--- config.mk ---
export PLATFORM = sky130hd
export DESIGN_NAME = instr_fetch_unit_flat
export DESIGN_NICKNAME = d
export VERILOG_FILES = /design/src/rtl/rv32_pkg.sv /design/src/rtl/instr_fetch_unit_if.sv /design/src/rtl/fetch_queue.sv /design/src/rtl/instr_fetch_unit.sv /design/src/flat_wrapper.sv
export SDC_FILE = /design/constraint.sdc
export NUM_CORES = 1
export LEC_CHECK = 0
export CORE_MARGIN = 2
export CORE_UTILIZATION = 56
export DETAILED_ROUTE_END_ITERATION = 16
export MAX_ROUTING_LAYER = met4
export PLACE_DENSITY = 0.78
export SYNTH_ARGS = -nofsm -noshare
export SYNTH_HDL_FRONTEND = slang
export SYNTH_SLANG_ARGS = --single-unit
--- constraint.sdc ---
create_clock -name clk -period 4.5 [get_ports clk]
set_clock_uncertainty 0.05 [all_clocks]
set_input_delay 0.9 -clock clk [delete_from_list [all_inputs] [get_ports clk]]
set_output_delay 0.9 -clock clk [all_outputs]
set_load 0.05 [all_outputs]
--- src/rtl/rv32_pkg.sv ---
// Shared fetch-stage types: FSM states, queue entry layout and address helpers.
package rv32_pkg;

   localparam int XLEN        = 32;
   localparam int INSTR_BYTES = 4;

   typedef enum logic [1:0] {
      IDLE,
      FETCH,
      DRAIN
   } fetch_state_e;

   typedef struct packed {
      logic [XLEN-1:0] pc;
      logic [XLEN-1:0] instr;
      logic            filled;
   } fetch_entry_t;

   function automatic logic [XLEN-1:0] word_align(input logic [XLEN-1:0] addr);
      return {addr[XLEN-1:2], 2'b00};
   endfunction

endpackage

--- src/rtl/instr_fetch_unit_if.sv ---
// Fetch-unit boundary: imem request/response, redirect from execute, decode handoff.
interface instr_fetch_unit_if #(
   parameter int DATA_WIDTH = 32
);
   logic                  imem_req_valid;
   logic [DATA_WIDTH-1:0] imem_req_addr;
   logic                  imem_req_ready;
   logic                  imem_rsp_valid;
   logic [DATA_WIDTH-1:0] imem_rsp_data;
   logic                  redirect_valid;
   logic [DATA_WIDTH-1:0] redirect_pc;
   logic                  instr_valid;
   logic [DATA_WIDTH-1:0] instr;
   logic [DATA_WIDTH-1:0] instr_pc;
   logic                  instr_ready;

   modport master (
      output imem_req_valid, imem_req_addr, instr_valid, instr, instr_pc,
      input  imem_req_ready, imem_rsp_valid, imem_rsp_data,
             redirect_valid, redirect_pc, instr_ready
   );

   modport slave (
      input  imem_req_valid, imem_req_addr, instr_valid, instr, instr_pc,
      output imem_req_ready, imem_rsp_valid, imem_rsp_data,
             redirect_valid, redirect_pc, instr_ready
   );
endinterface

--- src/rtl/fetch_queue.sv ---
// In-order slot ring: tail allocates on request accept, fill pointer tracks the
// oldest slot still waiting for its response, head feeds decode.
module fetch_queue
   import rv32_pkg::*;
#(
   parameter int DEPTH = 4,
   localparam int IW   = $clog2(DEPTH),
   localparam int PW   = IW + 1
) (
   input  logic            clk,
   input  logic            rst,
   input  logic            alloc,
   input  logic [XLEN-1:0] alloc_pc,
   input  logic            fill,
   input  logic [XLEN-1:0] fill_data,
   input  logic            pop,
   input  logic            flush,
   output fetch_entry_t    head,
   output logic [PW-1:0]   count,
   output logic [PW-1:0]   outstanding
);

   fetch_entry_t  slots [DEPTH];
   logic [PW-1:0] head_ptr, tail_ptr, fill_ptr;

   // Pointers carry one extra wrap bit so a full ring is distinguishable from empty.
   assign head        = slots[head_ptr[IW-1:0]];
   assign count       = tail_ptr - head_ptr;
   assign outstanding = tail_ptr - fill_ptr;

   always_ff @(posedge clk) begin
      if (rst) begin
         head_ptr <= '0;
         tail_ptr <= '0;
         fill_ptr <= '0;
         for (int i = 0; i < DEPTH; i++) slots[i] <= '0;
      end else if (flush) begin
         head_ptr <= '0;
         tail_ptr <= '0;
         fill_ptr <= '0;
         for (int i = 0; i < DEPTH; i++) slots[i].filled <= 1'b0;
      end else begin
         if (alloc) begin
            slots[tail_ptr[IW-1:0]] <= '{pc: alloc_pc, instr: '0, filled: 1'b0};
            tail_ptr <= tail_ptr + PW'(1);
         end
         if (fill) begin
            slots[fill_ptr[IW-1:0]].instr  <= fill_data;
            slots[fill_ptr[IW-1:0]].filled <= 1'b1;
            fill_ptr <= fill_ptr + PW'(1);
         end
         if (pop) begin
            slots[head_ptr[IW-1:0]].filled <= 1'b0;
            head_ptr <= head_ptr + PW'(1);
         end
      end
   end

endmodule

--- src/rtl/instr_fetch_unit.sv ---
// Fetch stage: owns the PC, streams word reads to imem, buffers results for decode
// and flushes/restarts on redirect while discarding responses already in flight.
module instr_fetch_unit
   import rv32_pkg::*;
#(
   parameter int                    DATA_WIDTH  = 32,
   parameter int                    QUEUE_DEPTH = 4,
   parameter logic [DATA_WIDTH-1:0] RESET_PC    = '0
) (
   input  logic                clk,
   input  logic                rst,
   instr_fetch_unit_if.master  bus
);

   localparam int PW = $clog2(QUEUE_DEPTH) + 1;

   fetch_state_e          state;
   logic [DATA_WIDTH-1:0] fetch_pc;
   logic [PW-1:0]         stale_cnt;
   logic [PW-1:0]         count;
   logic [PW-1:0]         outstanding;
   logic [PW-1:0]         redirect_stale;
   fetch_entry_t          head;
   logic                  pop, slot_free, accept, fill, rsp_stale;

   assign pop       = head.filled && bus.instr_ready;
   assign slot_free = (count != PW'(QUEUE_DEPTH)) || pop;
   assign rsp_stale = (stale_cnt != '0);
   assign accept    = bus.imem_req_valid && bus.imem_req_ready;
   // A response arriving with the redirect belongs to the old path and is dropped.
   assign fill      = bus.imem_rsp_valid && !rsp_stale && !bus.redirect_valid
                      && (outstanding != '0);

   assign bus.imem_req_valid = (state == FETCH) && slot_free && !bus.redirect_valid;
   assign bus.imem_req_addr  = fetch_pc;
   assign bus.instr_valid    = head.filled;
   assign bus.instr          = head.instr;
   assign bus.instr_pc       = head.pc;

   // Everything requested but not yet answered becomes stale on redirect.
   always_comb begin
      redirect_stale = stale_cnt + outstanding;
      if (bus.imem_rsp_valid && (redirect_stale != '0))
         redirect_stale = redirect_stale - PW'(1);
   end

   always_ff @(posedge clk) begin
      if (rst) begin
         state     <= IDLE;
         fetch_pc  <= RESET_PC;
         stale_cnt <= '0;
      end else if (bus.redirect_valid) begin
         fetch_pc  <= word_align(bus.redirect_pc);
         stale_cnt <= redirect_stale;
         state     <= (redirect_stale != '0) ? DRAIN : FETCH;
      end else begin
         if (accept)
            fetch_pc <= fetch_pc + DATA_WIDTH'(INSTR_BYTES);
         if (bus.imem_rsp_valid && rsp_stale)
            stale_cnt <= stale_cnt - PW'(1);
         case (state)
            IDLE:    state <= FETCH;
            FETCH:   state <= FETCH;
            DRAIN:   if (!rsp_stale || (stale_cnt == PW'(1) && bus.imem_rsp_valid))
                        state <= FETCH;
            default: state <= IDLE;
         endcase
      end
   end

   fetch_queue #(
      .DEPTH (QUEUE_DEPTH)
   ) u_queue (
      .clk         (clk),
      .rst         (rst),
      .alloc       (accept),
      .alloc_pc    (fetch_pc),
      .fill        (fill),
      .fill_data   (bus.imem_rsp_data),
      .pop         (pop),
      .flush       (bus.redirect_valid),
      .head        (head),
      .count       (count),
      .outstanding (outstanding)
   );

   a_rsp_expected: assert property (@(posedge clk) disable iff (rst)
      bus.imem_rsp_valid |-> (rsp_stale || outstanding != '0));

endmodule

--- src/flat_wrapper.sv ---
// flat-port wrapper written by rule: the top's interface ports become plain ports
module instr_fetch_unit_flat import rv32_pkg::*;
#(
   parameter int                    DATA_WIDTH  = 32,
   parameter int                    QUEUE_DEPTH = 4,
   parameter logic [DATA_WIDTH-1:0] RESET_PC    = '0
)
  (clk, rst, bus_imem_req_valid, bus_imem_req_addr, bus_instr_valid, bus_instr, bus_instr_pc, bus_imem_req_ready, bus_imem_rsp_valid, bus_imem_rsp_data, bus_redirect_valid, bus_redirect_pc, bus_instr_ready);
  instr_fetch_unit_if #(.DATA_WIDTH(DATA_WIDTH)) bus_i ();
  input  logic clk;
  input  logic rst;
  output wire logic [$bits(bus_i.imem_req_valid)-1:0] bus_imem_req_valid;
  output wire logic [$bits(bus_i.imem_req_addr)-1:0] bus_imem_req_addr;
  output wire logic [$bits(bus_i.instr_valid)-1:0] bus_instr_valid;
  output wire logic [$bits(bus_i.instr)-1:0] bus_instr;
  output wire logic [$bits(bus_i.instr_pc)-1:0] bus_instr_pc;
  input wire logic [$bits(bus_i.imem_req_ready)-1:0] bus_imem_req_ready;
  input wire logic [$bits(bus_i.imem_rsp_valid)-1:0] bus_imem_rsp_valid;
  input wire logic [$bits(bus_i.imem_rsp_data)-1:0] bus_imem_rsp_data;
  input wire logic [$bits(bus_i.redirect_valid)-1:0] bus_redirect_valid;
  input wire logic [$bits(bus_i.redirect_pc)-1:0] bus_redirect_pc;
  input wire logic [$bits(bus_i.instr_ready)-1:0] bus_instr_ready;
  assign bus_imem_req_valid = bus_i.imem_req_valid;
  assign bus_imem_req_addr = bus_i.imem_req_addr;
  assign bus_instr_valid = bus_i.instr_valid;
  assign bus_instr = bus_i.instr;
  assign bus_instr_pc = bus_i.instr_pc;
  assign bus_i.imem_req_ready = bus_imem_req_ready;
  assign bus_i.imem_rsp_valid = bus_imem_rsp_valid;
  assign bus_i.imem_rsp_data = bus_imem_rsp_data;
  assign bus_i.redirect_valid = bus_redirect_valid;
  assign bus_i.redirect_pc = bus_redirect_pc;
  assign bus_i.instr_ready = bus_instr_ready;
  instr_fetch_unit #(.DATA_WIDTH(DATA_WIDTH), .QUEUE_DEPTH(QUEUE_DEPTH), .RESET_PC(RESET_PC)) u_core (.clk(clk), .rst(rst), .bus(bus_i));
endmodule
==> metrics.md, run 1 <==
| Metric | Value |
|---|---|
| Reg clk slew, reported paths | `60 ps` |
| Hold WS | `460 ps` |
| Wire length per cell | `21.5 um` |
| Vias in the first global route | `9180` |
| Routed wire length | `32300 um` |
| Sink Count | `298` |
| Clock buffer count from CTS | `29` |
| Drt drc | `0` |
| Worst-skew pair later-pin latency | `550 ps` |
| Status | `finished clean` |
| Placer Congestion | `0.867` |
| Final WS setup | `815 ps` |
| RSZ-0062 raised after global routing | `no` |
| Worst min-delay path category | `register to register` |
| Detailed placement HPWL | `19800 um` |
| Drt first-iter violations | `914` |
| Die width | `162 um` |
| Antenna cells | `0` |
| Final Cell Area | `0.0168 mm2` |
| Syn avg cell area | `13.7 um2` |
| Leak pwr | `6.26 nW` |
| Asr flop ratio synth | `0%` |
| Worst EP arrival | `2730 ps` |
| Initial antenna violation count | `0` |
| DP Area | `0.0159 mm2` |
| Ranking of synthesized cells by area | `edfxtp_1 (53%), mux4_2 (10%), dfxtp_1 (7.2%), and3_1 (5.9%), and2_1 (4.6%)` |
| Mapped Cells | `1019` |
| Crit path capture type | `primary output` |
| CTS max path bufs | `3` |
| Via count | `9207` |
| I/O pin count | `168` |
| Fmax | `271 MHz` |
| CTS H-Tree Depth | `1` |
| Synth Flop Type | `edfxtp_1` |
| Post-CTS setup buffer count | `0` |
| # resized after CTS | `0` |
| Crit path kind | `register to primary output` |
| Max Slew Vio Count | `0` |
| Core Area | `0.0244 mm2` |
| Crit start category | `register` |
| CP max FO | `66` |
| Initial core utilization | `57.2%` |
| Router iterations before antenna repair | `7` |
| Vias per cell | `6.11` |
| Final nets | `1255` |
| Worst rel slew slack | `37.2%` |
| Post-Place Setup Slack | `890 ps` |
| Top-area cell type share of the netlist area | `53.3%` |
| Root Buffer | `clkbuf_16` |
| Final period utilization | `81.9%` |
| GRT Util Overall | `25.6%` |
| VDD IR-drop max | `260 uV` |
| Post-Layout Cell Count | `1507` |
| Post-synth EDFFs | `248` |
| Sequential share of the synthesized area | `60.5%` |
| Post-Syn Area | `0.0140 mm2` |
| CTS tree | `yes` |
| Total power | `6.11 mW` |
| Crit path required time | `3550 ps` |
| Die area | `0.0262 mm2` |
| Rows | `57` |
| Synth Warn # | `0` |
| Cts-stage hold buffer count | `0` |
| First-pass GRT wire length | `50800 um` |
| Max Cap Viol | `0` |
| Synth unique cells | `60` |
| DP Cell Count | `1454` |
| Area Overhead vs Synth | `20.1%` |
| Largest net degree at the start of global routing | `129` |
| ANT nets after route | `0` |
| Share of layout cells above drive strength 1 | `13.6%` |
| Final hold viol count | `0` |
| PortBufs | `161` |
| GRT Residual Overflow | `0` |
| Setup violations, final | `0` |
| Final design utilization | `68.8%` |
| Period minus WS final | `3680 ps` |
| Leading area contributor after synthesis | `edfxtp_1` |
| Setup TNS | `0 ps` |
| PwrDens | `364 mW/mm2` |
| Worst-Margin Slew | `941 ps` |
| Synth Register Bits | `298` |
| Die height | `162 um` |
==> area by class of cell <==
class / instances / area [um2]
clock inverter: 14 / 129
timing repair buffer: 189 / 1840
clock buffer: 39 / 773
multi-input combinational: 614 / 5060
tap: 324 / 405
sequential: 298 / 8450
inverter: 29 / 109
fill: 1686 / 7620
==> sequential cells by signal, indices dropped and copies added (netlist names), named ones only <==
| name | cells |
|---|---|
| u_core.stale_cnt | 3 |
| u_core.u_queue.fill_ptr | 3 |
| u_core.state | 2 |
| u_core.u_queue.slots | 252 |
| u_core.u_queue.tail_ptr | 3 |
| u_core.bus.imem_req_addr | 30 |
| u_core.u_queue.head_ptr | 3 |
==> synthesized netlist by cell type, types with 2 or more instances <==
master	count
a2111oi_2	2
a211oi_1	7
a21oi_1	13
a22oi_1	5
a311oi_1	2
a31oi_1	23
and2_1	102
and3_1	131
and4_1	4
buf_1	2
buf_2	12
buf_4	6
buf_6	4
clkbuf_1	56
dfxtp_1	50
edfxtp_1	248
fa_1	2
ha_1	22
inv_1	29
mux2_2	2
mux4_2	62
nand2_1	54
nand2b_1	2
nand3_1	10
nand3b_1	3
nand4_1	8
nor2_1	25
nor2b_1	6
nor3_1	12
nor4_1	24
o211ai_1	11
o21ai_0	6
o221a_2	2
o311ai_0	12
o311ai_2	2
o31a_1	2
o31ai_1	2
or2_2	3
or3_1	13
or4_1	10
xnor2_1	7
xor2_1	3
==> logic make-up after synthesis <==
kind of cell / Yosys count / synth area share (%)
buffers and inverters: 110 / 3.45
other: 1 / 0.0269
adders and majority gates: 24 / 2.26
DFF: 298 / 60.5
xor gates and xnor gates: 12 / 0.914
muxes: 66 / 10.3
and+or+nand+nor: 411 / 17.0
AOI/OAI and AO/OA: 97 / 5.46
==> placed cells by master (no fill, tap or decap), drive strengths merged, types with 4 or more instances in the layout <==
master	instances
and2	103
a31oi	23
ha	22
nand2	55
buf	30
a21oi	13
o211ai	11
xnor2	8
or4	10
or3	13
inv	30
a211oi	7
dfxtp	50
nand3	10
o311ai	15
a22oi	5
nor3	12
o21ai	7
clkdlybuf4s50	159
nor2b	6
conb	4
nor4	24
mux4	62
nor2	25
and4	4
edfxtp	248
clkinv	10
nand4	9
and3	131
clkbuf	39
==> final timing paths <==
| kind | start | to | slack [ps] | cells past startpoint |
|---|---|---|---|---|
| worst max-delay path | register | bus_instr_pc[16] | 820 | 3 |
| worst min-delay path | u_core.u_queue.slots[2][0] | u_core.u_queue.slots[2][0] | 460 | 2 |
| worst max register to register | u_core.u_queue.tail_ptr[0] | u_core.stale_cnt[2] | 1270 | 11 |
| worst min register to register | u_core.u_queue.slots[2][0] | u_core.u_queue.slots[2][0] | 460 | 2 |
==> metal layers <==
layer	up-vias	part of all wire, %	GRT usage (%)
met5	-	0	-
met4	0	1.9	6.07
met3	39	8.1	3.42
met2	369	49	41.9
met1	4608	41	34.8
li1	4191	-	-
==> report_power, final <==
part	total [mW]	leakage (nW)	internal [mW]	switching [mW]
sequential	3.16	2.98	3.09	0.0724
combinational	0.616	2.84	0.226	0.390
clock	2.33	0.445	1.32	1.01
==> critical path, stage by stage (launching register included) <==
cell and delay, ps:
dfxtp_4 350, buf_12 420, mux4_2 640, clkdlybuf4s50_1 730
Note: power is estimated with default switching activity, not from simulation.
==> inputs of run 2 (changes only) <==
clock period = 3.7 ns   (was 4.5 ns; I/O delays follow)
==> metrics.md, run 2 (synthesis gave the netlist of run 1 again) <==
| Metric | Value |
|---|---|
| Die height | `162 um (unchanged)` |
| GRT Residual Overflow | `0 (unchanged)` |
| Fmax | `287 MHz` |
| ANT nets after route | `0 (unchanged)` |
| Sequential share of power | `52.1% (+0.3 points)` |
| Period minus WS final | `3490 ps` |
| Initial antenna violation count | `1 (+1)` |
| Comb pwr share | `10.4% (+0.3 points)` |
| GRT Util Overall | `25.6% (-0.081 points)` |
| Router iterations before antenna repair | `5 (-2)` |
| Worst r2r src | `u_core.u_queue.tail_ptr[0]` |
| Worst Reg-to-Reg Cells | `11 (unchanged)` |
| Worst-skew pair later-pin latency | `540 ps (about the same)` |
| Max Cap Viol | `0 (unchanged)` |
| Biggest register | `u_core.u_queue.slots` |
| Max Slew Vio Count | `0 (unchanged)` |
| Core Area | `0.0244 mm2 (unchanged)` |
| Initial core utilization | `57.2% (unchanged)` |
| CTS H-Tree Depth | `1 (unchanged)` |
| Final period utilization | `94.2%` |
| Setup TNS | `0 ps (unchanged)` |
| VDD IR-drop max | `365 uV (+40%)` |
| Root Buffer | `clkbuf_16` |
| Final WS setup | `214 ps (-601 ps)` |
| Max reg flops | `252 (unchanged)` |
| CTS tree | `yes` |
| Drt drc | `0 (unchanged)` |
| Crit path required time | `2910 ps (-640 ps)` |
| Most common cell after layout, fill and taps aside | `edfxtp_1` |
| Hold endpoint | `u_core.u_queue.slots[3][0]` |
| Reg clk slew, reported paths | `60 ps (about the same)` |
| First-pass GRT wire length | `50400 um (-0.96%)` |
| Die area | `0.0262 mm2 (unchanged)` |
| PortBufs | `161 (unchanged)` |
| Power Internal | `5.60 mW (+21%)` |
| RSZ-0062 raised after global routing | `no` |
| R2R Setup Slk | `430 ps (-840 ps)` |
| Post-Place Setup Slack | `342 ps (-548 ps)` |
| Vias in the first global route | `9091 (-0.97%)` |
| Routed wire length | `32500 um (+0.57%)` |
| Worst-Margin Slew | `954 ps (+12.9 ps)` |
| Placer Congestion | `0.859 (-0.88%)` |
| Drt first-iter violations | `861 (-5.8%)` |
| Fill cells | `1640 (-2.7%)` |
| Cts-stage hold buffer count | `0 (unchanged)` |
| Vias per cell | `6.10 (-0.13%)` |
| Crit path kind | `register to primary output` |
| Area Overhead vs Synth | `20.9%` |
| Final design utilization | `69.2% (+0.45 points)` |
| Setup violations, final | `0 (unchanged)` |
| Status | `finished clean` |
| PwrDens | `437 mW/mm2 (+20%)` |
| Hold_sp | `u_core.u_queue.slots[3][0]` |
| CTS max path bufs | `3 (unchanged)` |
| Rows | `57 (unchanged)` |
| Crit start category | `register` |
| Worst rel slew slack | `36.4% (-0.86 points)` |
| CP max FO | `15 (-77%)` |
| Crit path capture type | `primary output` |
| Multi-input gate area | `0.00507 mm2 (about the same)` |
| I/O pin count | `168 (unchanged)` |
| Share of layout cells above drive strength 1 | `13.5% (-0.096 points)` |
| Commonest non-fill, non-tap cells in the layout | `edfxtp_1 (248), clkdlybuf4s50_1 (159), and3_1 (131)` |
| Leak pwr | `6.29 nW (+0.50%)` |
| Total power | `7.38 mW (+21%)` |
| Hold Crit Depth | `2 (unchanged)` |
| Register area | `0.00845 mm2 (unchanged)` |
| Switching Power | `1.78 mW (+21%)` |
| Die width | `162 um (unchanged)` |
| Final nets | `1256 (+0.080%)` |
| RR Endpoint | `u_core.stale_cnt[2]` |
| Largest net degree at the start of global routing | `129 (unchanged)` |
| Worst EP arrival | `2700 ps (-30 ps)` |
| Worst min-delay path category | `register to register` |
| Via count | `9207 (unchanged)` |
| Clock buffer count from CTS | `29 (unchanged)` |
| Detailed placement HPWL | `20000 um (+1.0%)` |
| Wire length per cell | `21.6 um (+0.43%)` |
| Clock Power Share | `37.5% (-0.6 points)` |
| Final hold viol count | `0 (unchanged)` |
| Sink Count | `298 (unchanged)` |
| Sw Ratio | `24.1% (+0.043 points)` |
-- run 2: worst max-delay path by stage --
stage | end | slack (ps) | depth (start not counted)
6_report | bus_instr[3] | 210 | 3
5_1_grt | bus_instr[3] | 80 | 3
4_1_cts | bus_imem_req_valid | 90 | 6
3_5_place_dp | u_core.u_queue.slots[1][42] | 340 | 7
3_3_place_gp | u_core.u_queue.slots[0][35] | 410 | 7
2_1_floorplan | u_core.u_queue.slots[3][10] | 30 | 7
-- run 2: metrics by stage --
stage,instances,hold slack (ps),instance area (um2)
after floorplan,1022,422,14000
after global placement,1455,440,16000
after detailed placement,1455,444,16000
after CTS,1508,453,16900
after global routing,1509,487,16900
final,1509,456,16900
-- run 2: critical path: stages, from the launching register on --
cell             delay (ps)
dfxtp_4                 520
buf_4                   340
mux4_2                  570
clkdlybuf4s50_1         720
-- run 2: what timing repair did --
action,in CTS,in global routing
resized for setup,0,1
endpoints found under the setup margin,0,1
setup buffers,0,0
-- run 2: power groups by stage --
stage / registers, mW / clock network [mW] / logic [mW]
floorplan: 3.94 / 0 / 0.406
global placement: 3.90 / 0 / 0.757
detailed placement: 3.91 / 0 / 0.764
CTS: 3.84 / 2.79 / 0.770
global route: 3.86 / 2.93 / 0.810
finish: 3.84 / 2.77 / 0.767
-- run 2: layout make-up --
cell class | count | area share (%)
diodes | 1 | 0.0148
clock buffers | 37 | 4.65
clock inverters | 16 | 0.578
inverters | 29 | 0.645
multi-input cells | 614 | 30.0
flip-flops and latches | 298 | 50.1
well taps | 324 | 2.40
repair buffers | 190 | 11.6
-- run 2: per-layer routing --
metal / GRT usage, % / vias up / share of wire (%)
li1: - / 4200 / -
met1: 35.3 / 4510 / 41
met2: 40.7 / 443 / 48
met3: 3.17 / 54 / 8.5
met4: 7.12 / 0 / 2.4
met5: - / - / 0
==> inputs of run 3 (changes only) <==
CORE_UTILIZATION = 58   (was 56)
CTS_BUF_LIST = sky130_fd_sc_hd__clkbuf_8   (was default)
PLACE_DENSITY = 0.8   (was 0.78)
SYNTH_HIERARCHICAL = 1   (was default)
==> metrics.md, run 3 <==
| Metric | Value |
|---|---|
| Status | `finished clean` |
| Routed wire length | `31200 um (-4.1%)` |
| Worst-skew pair later-pin latency | `570 ps (+30 ps)` |
| Clock buffer count from CTS | `48 (+66%)` |
| Crit path capture type | `primary output` |
| Crit path required time | `2910 ps (about the same)` |
| Post-synth EDFFs | `256 (+3.2%)` |
| Crit start category | `register` |
| CTS tree | `yes` |
| Post-CTS setup buffer count | `0 (unchanged)` |
| Post-synthesis simple-gate area fraction | `17.6% (+0.60 points)` |
| Largest net degree at the start of global routing | `65 (-50%)` |
| Vias in the first global route | `9239 (+1.6%)` |
| Initial core utilization | `58.8% (+1.6 points)` |
| Hold WS | `407 ps (-49.5 ps)` |
| Setup violations, final | `0 (unchanged)` |
| Synth unique cells | `61 (+1.7%)` |
| Synth Warn # | `6 (+6)` |
| First-pass GRT wire length | `49500 um (-1.8%)` |
| Core Area | `0.0242 mm2 (-0.88%)` |
| Crit path max-delay cell type | `clkdlybuf4s50_1` |
| Crit path kind | `register to primary output` |
| Asr flop ratio synth | `0% (unchanged)` |
| Max Slew Vio Count | `0 (unchanged)` |
| Rows | `57 (unchanged)` |
| Share of layout cells above drive strength 1 | `14.9% (+1.4 points)` |
| XOR/XNOR share of the synthesized area | `1.17% (+0.26 points)` |
| Placer Congestion | `0.860 (+0.10%)` |
| ANT nets after route | `0 (unchanged)` |
| Die area | `0.0258 mm2 (-1.6%)` |
| GRT Residual Overflow | `0 (unchanged)` |
| Initial antenna violation count | `1 (unchanged)` |
| Die width | `161 um (-0.81%)` |
| R2R Setup Slk | `350 ps (-80 ps)` |
| GRT Util Overall | `25.5% (-0.067 points)` |
| CTS max path bufs | `3 (unchanged)` |
| CP Cell Sequence | `buf_6 > mux4_2 > clkdlybuf4s50_1` |
| PortBufs | `163 (+1.2%)` |
| Most common cell after layout, fill and taps aside | `and2_1` |
| Setup TNS | `0 ps (unchanged)` |
| Drt drc | `0 (unchanged)` |
| Final hold viol count | `0 (unchanged)` |
| Period minus WS final | `3500 ps (+13.2 ps)` |
| Fmax | `286 MHz (-0.38%)` |
| Commonest non-fill, non-tap cells in the layout | `and2_1 (259), edfxtp_1 (256), clkdlybuf4s50_1 (162)` |
| CTS H-Tree Depth | `2 (+1)` |
| Fill cells | `1569 (-4.3%)` |
| Worst min-delay path category | `register to register` |
| Last element of the critical path | `bus_instr_pc[29]` |
| Ranking of synthesized cells by area | `edfxtp_1 (54%), and2_1 (11%), mux4_2 (10%), dfxtp_1 (7.0%), ha_1 (1.8%)` |
| Leading area contributor after synthesis | `edfxtp_1` |
| Leak pwr | `6.28 nW (-0.15%)` |
| Post-Synth Adder-Cell Area | `2.27% (+0.012 points)` |
| I/O pin count | `168 (unchanged)` |
| PwrDens | `440 mW/mm2 (+0.56%)` |
| Max incr delay on CP | `870 ps (+150 ps)` |
| Top-count cell post-synth | `and2_1` |
| Top-area cell type share of the netlist area | `54.1% (+0.72 points)` |
| Final nets | `1275 (+1.5%)` |
| Via count | `8816 (-4.2%)` |
| Syn avg cell area | `14.3 um2 (+4.3%)` |
| RSZ-0062 raised after global routing | `no` |
| Largest family of logic cells by synthesized area | `simple AND/OR/NAND/NOR gates` |
| Die height | `161 um (-0.81%)` |
| Post-synthesis compound-gate area fraction | `3.82% (-1.6 points)` |
| Vias per cell | `5.70 (-6.5%)` |
| Final WS setup | `201 ps (-13.2 ps)` |
| Root Buffer | `clkbuf_8` |
| Synth Register Bits | `306 (+2.7%)` |
| Final period utilization | `94.6% (+0.36 points)` |
| Worst-Margin Slew | `905 ps (-49.4 ps)` |
| Total power | `7.55 mW (+2.3%)` |
| Worst Reg-to-Reg Cells | `11 (unchanged)` |
| Final design utilization | `71.0% (+1.8 points)` |
| Router iterations before antenna repair | `5 (unchanged)` |
| Sink Count | `306 (+2.7%)` |
| Wire length per cell | `20.2 um (-6.3%)` |
| Max Cap Viol | `0 (unchanged)` |
| RR Endpoint | `u_core/stale_cnt[2]` |
| Worst EP arrival | `2710 ps (about the same)` |
| Post-Syn Area | `0.0142 mm2 (+1.9%)` |
| Sequential share of the synthesized area | `61.1% (+0.59 points)` |
| VDD IR-drop max | `237 uV (-35%)` |
| Synth Flop Type | `edfxtp_1` |
| Worst rel slew slack | `39.1% (+2.7 points)` |
| CP max FO | `64 (+49)` |
| Reg clk slew, reported paths | `60 ps (about the same)` |
| Mapped Cells | `995 (-2.4%)` |
| Max reg flops | `260 (+3.2%)` |
| Drt first-iter violations | `763 (-11%)` |
| Detailed placement HPWL | `18800 um (-5.8%)` |
| Biggest register | `u_core/u_queue/slots` |
| Worst r2r src | `u_core/u_queue/tail_ptr[0]` |
| Area Overhead vs Synth | `20.8%` |
| Mux share of post-synthesis cell area | `10.8% (+0.48 points)` |
| Post-Place Setup Slack | `392 ps (+49.4 ps)` |
| Commonest cells in the netlist | `and2_1 (259), edfxtp_1 (256), mux4_2 (65), dfxtp_1 (50), nand2_1 (38)` |
==> run 3: how the worst min path moves through the flow <==
| stage | end | from | cells after the start | slack, ps |
|---|---|---|---|---|
| 2_1_floorplan | u_core/u_queue/slots[3][0] | u_core/u_queue/slots[3][0] | 2 | 380 |
| 3_3_place_gp | u_core/u_queue/slots[3][0] | u_core/u_queue/slots[3][0] | 2 | 400 |
| 3_5_place_dp | u_core/u_queue/slots[3][0] | u_core/u_queue/slots[3][0] | 2 | 400 |
| 4_1_cts | u_core/u_queue/slots[3][0] | u_core/u_queue/slots[3][0] | 2 | 410 |
| 5_1_grt | u_core/u_queue/slots[3][0] | u_core/u_queue/slots[3][0] | 2 | 440 |
| 6_report | u_core/u_queue/slots[3][0] | u_core/u_queue/slots[3][0] | 2 | 410 |
==> run 3: what timing repair did <==
| action | CTS | global route |
|---|---|---|
| hold buffers | 0 | 0 |
| resized for setup | 1 | 0 |
| setup endpoints to repair | 22 | 0 |
==> run 3: worst max-delay path, delay by kind of cell (launching register included) <==
kind | cells | cell delay, ps
buffers and inverters | 2 | 1390
DFF | 1 | 350
muxes | 1 | 380
==> run 3: cell type report <==
| class | count | area, um2 | area share (%) |
|---|---|---|---|
| Antenna cell | 2 | 5.00 | 0.0291 |
| Timing Repair Buffer | 187 | 1860 | 10.8 |
| Multi-Input combinational cell | 618 | 5130 | 29.9 |
| Inverter | 20 | 75.1 | 0.437 |
| Clock buffer | 55 | 757 | 4.41 |
| Tap cell | 324 | 405 | 2.36 |
| Clock inverter | 34 | 249 | 1.45 |
| Sequential cell | 306 | 8690 | 50.6 |
==> run 3: kinds of logic after synthesis <==
family	after synthesis
simple gates	410
flops	306
compound gates	83
buf+inv	80
mux	72
fa+ha+maj	24
xor+xnor	19
other cells	1
==> run 3: metrics by stage <==
| step | area [um2] | std cells |
|---|---|---|
| after global placement | 16200 | 1455 |
| after detailed placement | 16200 | 1455 |
| after CTS | 17200 | 1544 |
| after floorplan | 14300 | 1004 |
| after global routing | 17200 | 1545 |
| final | 17200 | 1546 |
==> run 3: where the power goes <==
group / switching, mW / leakage (nW) / internal [mW]
sequential: 0.0916 / 3.06 / 3.85
clock: 1.30 / 0.560 / 1.64
combinational: 0.407 / 2.67 / 0.259
==> run 3: metal layers <==
| metal | up-vias | track usage (%) | share of wire (%) |
|---|---|---|---|
| li1 | 4055 | - | - |
| met5 | - | - | 0 |
| met2 | 324 | 42.3 | 51 |
| met1 | 4394 | 32.9 | 41 |
| met3 | 43 | 4.11 | 6.0 |
| met4 | 0 | 7.33 | 2.0 |
